File: src/rtl/pchk_pkg.sv
// Shared defaults and the even-parity helper for the parity checker arbiter.
package pchk_pkg;

    localparam int NREQ_DEF = 4;
    localparam int DW_DEF   = 3;
    localparam int CW_DEF   = 8;

    // Widest data word the helper accepts; narrower words are zero-padded by the caller.
    localparam int MAX_DW   = 32;

    function automatic logic parity_err(input logic [MAX_DW-1:0] data, input logic par);
        return ^{data, par};
    endfunction

endpackage

File: src/rtl/rr_arb.sv
// Round-robin grant: first set request found scanning from ptr upward, modulo N.
module rr_arb #(
    parameter int N  = 4,
    parameter int PW = $clog2(N)
) (
    input  logic [N-1:0]  req,
    input  logic [PW-1:0] ptr,
    output logic [N-1:0]  grant
);

    logic [PW-1:0] idx;
    logic          found;

    always_comb begin
        grant = '0;
        found = 1'b0;
        idx   = '0;
        for (int unsigned i = 0; i < N; i++) begin
            // N is a power of two, so the PW-bit add wraps naturally.
            idx = ptr + PW'(i);
            if (!found && req[idx]) begin
                grant[idx] = 1'b1;
                found      = 1'b1;
            end
        end
    end

endmodule

File: src/rtl/parity_chk_arb.sv
// Round-robin shared even-parity checker with a single registered result slot.
// Optional per-requester saturating error counters under PCHK_ERR_CNT_EN.
module parity_chk_arb
    import pchk_pkg::*;
#(
    parameter int NREQ = NREQ_DEF,
    parameter int DW   = DW_DEF,
    parameter int CW   = CW_DEF
) (
    input  logic                      clk,
    input  logic                      rst,
    input  logic [NREQ-1:0]           req_valid,
    input  logic [NREQ*DW-1:0]        req_data,
    input  logic [NREQ-1:0]           req_par,
    output logic [NREQ-1:0]           req_ready,
    output logic                      rsp_valid,
    input  logic                      rsp_ready,
    output logic [$clog2(NREQ)-1:0]   rsp_id,
    output logic                      rsp_err
`ifdef PCHK_ERR_CNT_EN
    ,
    input  logic                      clr_cnt,
    output logic [NREQ*CW-1:0]        err_cnt
`endif
);

    localparam int PW = $clog2(NREQ);

    logic [PW-1:0]     ptr;
    logic [NREQ-1:0]   grant;
    logic [PW-1:0]     gidx;
    logic [DW-1:0]     sel_data;
    logic              sel_par;
    logic [MAX_DW-1:0] word_pad;
    logic              acc_err;
    logic              slot_free;
    logic              accept;

    rr_arb #(
        .N  (NREQ),
        .PW (PW)
    ) u_rr_arb (
        .req   (req_valid),
        .ptr   (ptr),
        .grant (grant)
    );

    assign slot_free = ~rsp_valid | rsp_ready;
    assign req_ready = rst ? '0 : (grant & {NREQ{slot_free}});
    assign accept    = |req_ready;

    // One-hot grant drives an AND-OR mux rather than a binary index.
    always_comb begin
        gidx     = '0;
        sel_data = '0;
        sel_par  = 1'b0;
        for (int unsigned k = 0; k < NREQ; k++) begin
            if (grant[k]) begin
                gidx = PW'(k);
            end
            sel_data = sel_data | (req_data[k*DW +: DW] & {DW{grant[k]}});
        end
        sel_par = |(req_par & grant);
    end

    always_comb begin
        word_pad           = '0;
        word_pad[DW-1:0]   = sel_data;
        acc_err            = parity_err(word_pad, sel_par);
    end

    always_ff @(posedge clk) begin
        if (rst) begin
            ptr       <= '0;
            rsp_valid <= 1'b0;
            rsp_id    <= '0;
            rsp_err   <= 1'b0;
        end else begin
            if (accept) begin
                ptr       <= gidx + PW'(1);
                rsp_valid <= 1'b1;
                rsp_id    <= gidx;
                rsp_err   <= acc_err;
            end else if (rsp_ready) begin
                rsp_valid <= 1'b0;
            end
        end
    end

`ifdef PCHK_ERR_CNT_EN
    for (genvar k = 0; k < NREQ; k++) begin : g_cnt
        logic [CW-1:0] cnt;

        always_ff @(posedge clk) begin
            if (rst || clr_cnt) begin
                cnt <= '0;
            end else if (accept && grant[k] && acc_err && (cnt != '1)) begin
                cnt <= cnt + CW'(1);
            end
        end

        assign err_cnt[k*CW +: CW] = cnt;
    end
`endif

endmodule

File: config.mk
export PLATFORM = sky130hd
export DESIGN_NAME = parity_chk_arb
export DESIGN_NICKNAME = d
export VERILOG_FILES = /design/src/rtl/pchk_pkg.sv /design/src/rtl/rr_arb.sv /design/src/rtl/parity_chk_arb.sv
export SDC_FILE = /design/constraint.sdc
export NUM_CORES = 1
export LEC_CHECK = 0
export CAP_MARGIN = 0
export CORE_MARGIN = 2
export CORE_UTILIZATION = 45
export CTS_CLUSTER_DIAMETER = 80
export DETAILED_ROUTE_END_ITERATION = 12
export PLACE_DENSITY = 0.91
export SYNTH_ARGS = -nofsm -noshare
export SYNTH_HDL_FRONTEND = slang
export SYNTH_SLANG_ARGS = --single-unit
File: constraint.sdc
create_clock -name clk -period 8.52 [get_ports clk]
set_input_delay 2.556 -clock clk [delete_from_list [all_inputs] [get_ports clk]]
set_output_delay 2.556 -clock clk [all_outputs]
set_load 0.01 [all_outputs]
# == Word-level counts from Yosys, hierarchy flattened ==
# Cells that the tools add are included.
# totals
elab_cells,73
input_bits,23
out_inout_bits,8
ff_bits,6
# classes
bitwise_logic,14
muxes,29
reduce_logical,14
n_lt_le_gt_ge,8
add_sub_neg,4
# op_table
operator,count
XOR reduction 33 bit,1
two-way mux 4 bit,5
two-way mux 1 bit,14
bitwise AND 3 bit,4
< comparator 2 x 3 -> 1 bit (second input constant),4
bitwise OR 4 bit,3
bitwise OR 3 bit,3
bitwise AND 4 bit,2
binary-select mux 1 bit (select 2 bit),4
demux 1 bit (select 2 bit),4
>= comparator 2 x 1 -> 1 bit (second input constant),4
OR reduction 4 bit,2
logical AND 1 bit,7
adder 2 x 1 -> 2 bit (second input constant),2
adder 2 bit (second input constant),2
two-way mux 2 bit,2
logical NOT 1 bit,3
nonzero test 2 bit,1
NOT 1 bit,1
bitwise OR 1 bit,1

# == Logic depth before layout (Yosys ltp) ==
# Gate-level depths: netlist (run 1).
# depth
word_depth,17
depth_mapped,11
ltp_nobuf,10

# == Cells and area by module ==
# A second synthesis (run 1) with hierarchy kept.
# hier_totals
cells_unflattened,80
hier_area_um2,718.2
# by_module_without_submodules
mod,area_each_um2,n_inst,seq_area_each_um2,cells_each
parity_chk_arb,380.4,1,120.1,44
rr_arb,337.8,1,0.0,36

# == Least setup slack after synthesis (run 1) ==
# OpenSTA, ideal clock, no wires.
# synth_timing
kind,input -> output
from,input req_valid[3]
to,output req_ready[2]
path_slack_ps,1988
n_path_buf,0
path_stages,5
t_arrival_ps,3976
cell_sequence,mux4_2 > nor4b_4 > and2_2 > nor2_1 > nor2_1
# synth_between
elab_chain_len,14
# synth_lines
element,line_no,rtl
from (decl),parity_chk_arb.sv:12,"input logic [NREQ-1:0] req_valid,"
binary-select mux 1 bit (select 2 bit),rr_arb.sv:21,if (!found && req[idx]) begin
two-way mux 1 bit (not written as such),rr_arb.sv:21,
two-way mux 1 bit,rr_arb.sv:21,
logical NOT 1 bit,rr_arb.sv:21,
logical AND 1 bit,rr_arb.sv:21,
two-way mux 1 bit,rr_arb.sv:21,
logical NOT 1 bit,rr_arb.sv:21,
logical AND 1 bit,rr_arb.sv:21,
two-way mux 1 bit,rr_arb.sv:21,
logical NOT 1 bit,rr_arb.sv:21,
logical AND 1 bit,rr_arb.sv:21,
two-way mux 4 bit (*),rr_arb.sv:21,
bitwise AND 4 bit (*),parity_chk_arb.sv:49,assign req_ready = rst ? '0 : (grant & {NREQ{slot_free}});
two-way mux 4 bit (*),parity_chk_arb.sv:49,
to (decl),parity_chk_arb.sv:15,"output logic [NREQ-1:0] req_ready,"
# Mark *: on every way between the ends. The rest lies on a longest branch, timed or not. The select of a mux whose other input is x is not followed.

# == Worst setup path after layout (run 1) ==
# Ends and elaborated chain as after synthesis.

==> results of run 1 <==
==> Yosys cell counts <==
master,number
a221oi_4,1
nor4b_4,1
nand2_1,9
buf_6,1
xnor2_1,1
a22oi_1,1
o211ai_1,1
inv_1,8
a221oi_2,1
nor2_1,8
o21a_1,1
a21boi_1,1
or2_4,1
o21ai_1,4
xnor3_1,1
nor3b_2,1
o21ai_0,9
dfxtp_1,6
mux4_2,4
and2_1,2
o211ai_2,1
o2bb2ai_1,3
ha_1,6
nand2b_1,1
o2111ai_1,2
o211a_1,1
and2_2,2
a21oi_1,8
nor2b_1,3
==> kinds of logic (layout without fill, tap and decap cells) <==
kind of cell / after synthesis / in the layout
XOR/XNOR: 2 / 2
multiplexers: 4 / 4
adder cells (fa/ha/maj): 6 / 6
AO/OA/AOI/OAI: 34 / 34
flip-flops: 6 / 6
buffers and inverters: 9 / 41
AND/OR/NAND/NOR: 28 / 28
==> sequential cells by signal (all words and copies together) (netlist names) <==
name,count
rsp_id,2
ptr,2
rsp_err,1
rsp_valid,1
==> layer usage <==
| layer | track usage, % | wire length, um | up-vias |
|---|---|---|---|
| li1 | - | - | 393 |
| met1 | 23.2 | 865 | 350 |
| met2 | 34.3 | 867 | 28 |
| met3 | 3.60 | 117 | 4 |
| met4 | 9.41 | 25 | 0 |
| met5 | 0 | 0 | - |
==> worst paths after layout <==
path                            slack (ns)                endpoint  cells past startpoint              startpoint
worst max register to register        5.48    rsp_err$_SDFFE_PP0P_                     10     ptr[0]$_SDFFE_PP0P_
worst max-delay path                  0.90            req_ready[2]                      7            req_valid[3]
worst min-delay path                  0.50  rsp_id[0]$_SDFFE_PP0P_                      1  rsp_id[0]$_SDFFE_PP0P_
worst min register to register        0.50  rsp_id[0]$_SDFFE_PP0P_                      1  rsp_id[0]$_SDFFE_PP0P_
==> metrics by stage <==
| stage | area, um2 | hold slack (ns) | setup slack [ns] | instances |
|---|---|---|---|---|
| floorplan | 762 | 0.522 | 1.99 | 89 |
| global placement | 1070 | 0.489 | 0.972 | 134 |
| detailed placement | 1070 | 0.487 | 0.906 | 134 |
| CTS | 1090 | 0.502 | 0.905 | 137 |
| global route | 1090 | 0.516 | 0.760 | 137 |
| finish | 1090 | 0.501 | 0.899 | 137 |
==> power groups by stage <==
| stage | logic [W] | clock network, W | registers, W |
|---|---|---|---|
| 2_1_floorplan | 0.000227 | 0 | 0.0000530 |
| 3_3_place_gp | 0.000296 | 0 | 0.0000538 |
| 3_5_place_dp | 0.000304 | 0 | 0.0000543 |
| 4_1_cts | 0.000306 | 0.0000271 | 0.0000542 |
| 5_1_grt | 0.000332 | 0.0000293 | 0.0000565 |
| 6_report | 0.000306 | 0.0000255 | 0.0000540 |
==> final cells by class <==
cell class	count	area [um2]
Multi-Input combinational cell	74	601
Inverter	8	30.0
Tap cell	16	20.0
Timing Repair Buffer	30	300
Sequential cell	6	120
Clock buffer	3	22.5
Fill cell	130	448
==> worst max-delay path: stages <==
cell,delay [ns]
clkdlybuf4s50_1,0.46
mux4_2,0.61
nor3b_2,0.43
o2bb2ai_1,0.24
nor2_1,0.12
nor2_1,0.11
clkdlybuf4s50_1,0.54
==> metrics, run 1 <==
largest family of logic cells by synthesized area=compound AO/OA/AOI/OAI gates; switch share=46.1%; area delta synth->final=43.5%; global-route usage over all layers=19.8%; Sum Neg Setup Slack=0 ns; clk slew on worst S/H paths=0.04 ns; warnings from Yosys=0; largest net degree at the start of global routing=11; core area=0.00154 mm2; total power=0.000385 W; Unique masters post-synth=29; IO Count=31; P_leak=0.441 nW; CTS H-tree lvls=1; HPWL Detailed=1480 um; most common cell after layout, fill and taps aside=clkdlybuf4s50_1; CTS resizes=0; Least-Margin Pin Slew=0.431 ns; clk buf depth=2; sequential power share=14.0%; combinational power share=79.4%; DR DRC count=0; Setup Viol. Count Final=0; CTS sink cnt=6; most frequent cells in the layout=clkdlybuf4s50_1, nand2_1, o21ai_0; status=complete, no violations; Yosys top cell by area=dfxtp_1; Placer Congestion=0.816; Slew headroom=71.3%; initial detailed-routing violation count=11; Mapped Area=762 um2; CTS Root Cell=clkbuf_4; Pint=0.000208 W; final hold violations=0; worst-path fanout max=10; RSZ-0062 raised after global routing=false; grt ovf=0; Hold-fix buffers, CTS=0; cell area power density=352 mW/mm2; Setup crit end kind=output pin; Post-Synth Simple-Gate Area=21.2%; setup repair bufs after CTS=0; first-pass GRT wire length=3020 um; CP Launch Type=primary input; Net Count, Synth=118; Slew Viols, Final=0; sw power=0.000178 W; clock share of power=6.6%; CTS tree=done; Synth Area in Adders=9.85%; # nets final=152; mux contribution to synthesized area=11.8%; Port-buffer cells=30; Final Skew=0.000694 ns; Die Area=0.00204 mm2; share of the synthesized area in the top cell type=15.8%; clock latency on the worst-skew pair=0.24 ns; Hold Path Class=reg -> reg; f_max=131 MHz; synth top area cells=dfxtp_1, mux4_2, ha_1; initial core utilization=49.4%; ANT nets after route=0; Syn Inst Count=89; Worst VDD drop=0.000196 V; CP arrival=5.07 ns; syn_area_per_cell=8.56 um2; total CTS buffers=3; wire per inst=13.7 um; Period Utilization, post-route=89.5%; max_cap viols=0; layout cells sized above 1=12.4%; sequential cell area fraction in the yosys report=15.8%; Synth Register Bits=6; worst path required time=5.96 ns; compound-gate portion of the synthesized area=31.9%; average vias per placed instance=5.66; xor/xnor share of the synthesized area=4.11%; fin crit period=7.62 ns; vias=775; Die X=45.2 um; chip height=45.2 um; diode count=0; Core Util, Final=70.9%; Critical Setup Path Class=in -> out; number of global-route vias before repair=791; initial antenna violation count=0; # rows=14; Total Wirelength=1880 um; 1st-pass router iterations=4
(Power assumes the default switching activity.)
==> run 2, diff against run 1 <==
--- a/config.mk
+++ b/config.mk
@@ -7,10 +7,11 @@
 export LEC_CHECK = 0
 export CAP_MARGIN = 0
 export CORE_MARGIN = 2
-export CORE_UTILIZATION = 45
+export CORE_UTILIZATION = 50
 export CTS_CLUSTER_DIAMETER = 80
 export DETAILED_ROUTE_END_ITERATION = 12
-export PLACE_DENSITY = 0.91
+export DONT_BUFFER_PORTS = 1
+export PLACE_DENSITY = 0.73
 export SYNTH_ARGS = -nofsm -noshare
 export SYNTH_HDL_FRONTEND = slang
 export SYNTH_SLANG_ARGS = --single-unit
==> constraint.sdc (replaced) <==
create_clock -name clk -period 8.5 [get_ports clk]
set_input_delay 2.55 -clock clk [delete_from_list [all_inputs] [get_ports clk]]
set_output_delay 2.55 -clock clk [all_outputs]
set_load 0.01 [all_outputs]
==> metrics, run 2 (synthesized netlist as in run 1, its figures left out) <==
status=complete, no violations; Final Skew=0.000358 ns (-0.000336 ns); CTS resizes=0 (unchanged); Hold-fix buffers, CTS=0 (unchanged); Worst R2R Setup Slack=5.41 ns (-0.07 ns); ANT nets after route=0 (unchanged); Period Utilization, post-route=78.9%; initial antenna violation count=0 (unchanged); Die Area=0.00185 mm2 (-9.1%); setup repair bufs after CTS=0 (unchanged); CP arrival=4.16 ns (-0.91 ns); end of the worst register-to-register path=rsp_err$_SDFFE_PP0P_; Hold Path Class=reg -> reg; Sum Neg Setup Slack=0 ns (unchanged); number of global-route vias before repair=620 (-22%); cell area power density=443 mW/mm2 (+26%); chip height=43.0 um (-4.7%); R2R depth=10 (unchanged); wire per inst=15.6 um (+14%); Reg-to-Reg Start=ptr[0]$_SDFFE_PP0P_; initial core utilization=51.8% (+2.4 points); initial detailed-routing violation count=7 (-4); first-pass GRT wire length=2640 um (-12%); met1 Resource Use GR=23.6% (+0.41 points); Die X=43.0 um (-4.7%); f_max=149 MHz; worst slack, placed=1.81 ns (+0.909 ns); layout cells sized above 1=16.5% (+4.1 points); Slew headroom=70.5% (-0.81 points); Setup crit end kind=output pin; CTS tree=done; CTS sink cnt=6 (unchanged); 1st-pass router iterations=4 (unchanged); met2 Use GR=31.8% (-2.5 points); Post-Place Cell Area=771 um2 (-28%); core area=0.00147 mm2 (-4.5%); fin crit period=6.71 ns; Setup Viol. Count Final=0 (unchanged); worst-path fanout max=10 (unchanged); average vias per placed instance=6.12 (+8.2%); clk slew on worst S/H paths=0.05 ns (about the same); Least-Margin Pin Slew=0.443 ns (+0.0122 ns); clk buf depth=2 (unchanged); diode count=0 (unchanged); Critical Setup Path Class=in -> out; final instance area=793 um2 (-27%); most frequent cells in the layout=nand2_1, o21ai_0, inv_1, a21oi_1, nor2_1; worst path required time=5.95 ns (about the same); Port-buffer cells=0 (-100%); CTS Root Cell=clkbuf_4; # rows=14 (unchanged); CP Launch Type=primary input; Core Util, Final=53.9% (-17 points); Worst VDD drop=0.000166 V (-15%); clock latency on the worst-skew pair=0.24 ns (about the same); max_cap viols=0 (unchanged); Placer Congestion=0.797 (-2.4%); HPWL Detailed=1350 um (-8.6%); HP Start=rsp_id[0]$_SDFFE_PP0P_; total CTS buffers=3 (unchanged); area delta synth->final=4.11%; busiest metal layer after global routing=met2; met3 global-route usage=2.55% (-1.0 points); largest registers=ptr (2), rsp_id (2); # nets final=122 (-20%); RSZ-0062 raised after global routing=false; global-route usage over all layers=18.7% (-1.1 points); hold depth=1 (unchanged); DR DRC count=0 (unchanged); P_leak=0.326 nW (-26%); CTS H-tree lvls=1 (unchanged); Slew Viols, Final=0 (unchanged); Worst Setup SP=req_valid[3]; vias=655 (-15%); grt ovf=0 (unchanged); setup ws final=1.79 ns (+0.891 ns); final hold violations=0 (unchanged); IO Count=31 (unchanged); Total Wirelength=1670 um (-11%); largest net degree at the start of global routing=11 (unchanged); Hold EP=rsp_id[0]$_SDFFE_PP0P_
==> run 2: worst max-delay path: stages <==
cell and delay [ns]:
mux4_2 0.57, nor3b_2 0.43, o2bb2ai_1 0.25, nor2_1 0.14
nor2_1 0.21
==> run 2: metrics by stage <==
stage          instances  total power [W]  hold WS, ns
6_report             107         0.000352        0.573
5_1_grt              107         0.000382        0.603
4_1_cts              107         0.000352        0.577
3_5_place_dp         104         0.000324        0.559
3_3_place_gp         104         0.000314        0.558
2_1_floorplan         89         0.000281        0.522
==> run 2: worst max-delay path by stage <==
stage | end | depth (start not counted) | slack [ns]
5_1_grt | req_ready[0] | 5 | 1.72
6_report | req_ready[3] | 5 | 1.79
2_1_floorplan | req_ready[2] | 5 | 1.98
3_3_place_gp | req_ready[0] | 5 | 1.86
3_5_place_dp | req_ready[3] | 5 | 1.81
4_1_cts | req_ready[3] | 5 | 1.82
==> run 2: layer usage <==
metal	vias to the layer above	share of wire (%)
met1	297	46
met5	-	0
met2	25	49
li1	333	-
met4	0	0
met3	0	5.7
==> run 2: power by group <==
| group | switching, W | total [W] | internal (W) |
|---|---|---|---|
| registers | 0.0000185 | 0.0000584 | 0.0000399 |
| clock network | 0.0000104 | 0.0000264 | 0.0000160 |
| logic | 0.000147 | 0.000267 | 0.000119 |
| total | 0.000176 | 0.000352 | 0.000175 |
==> run 2: final cells by class <==
type	instances	area [um2]
fill	136	678
multi-input combinational	74	601
sequential	6	120
inverter	8	30.0
clock buffer	3	22.5
tap	16	20.0
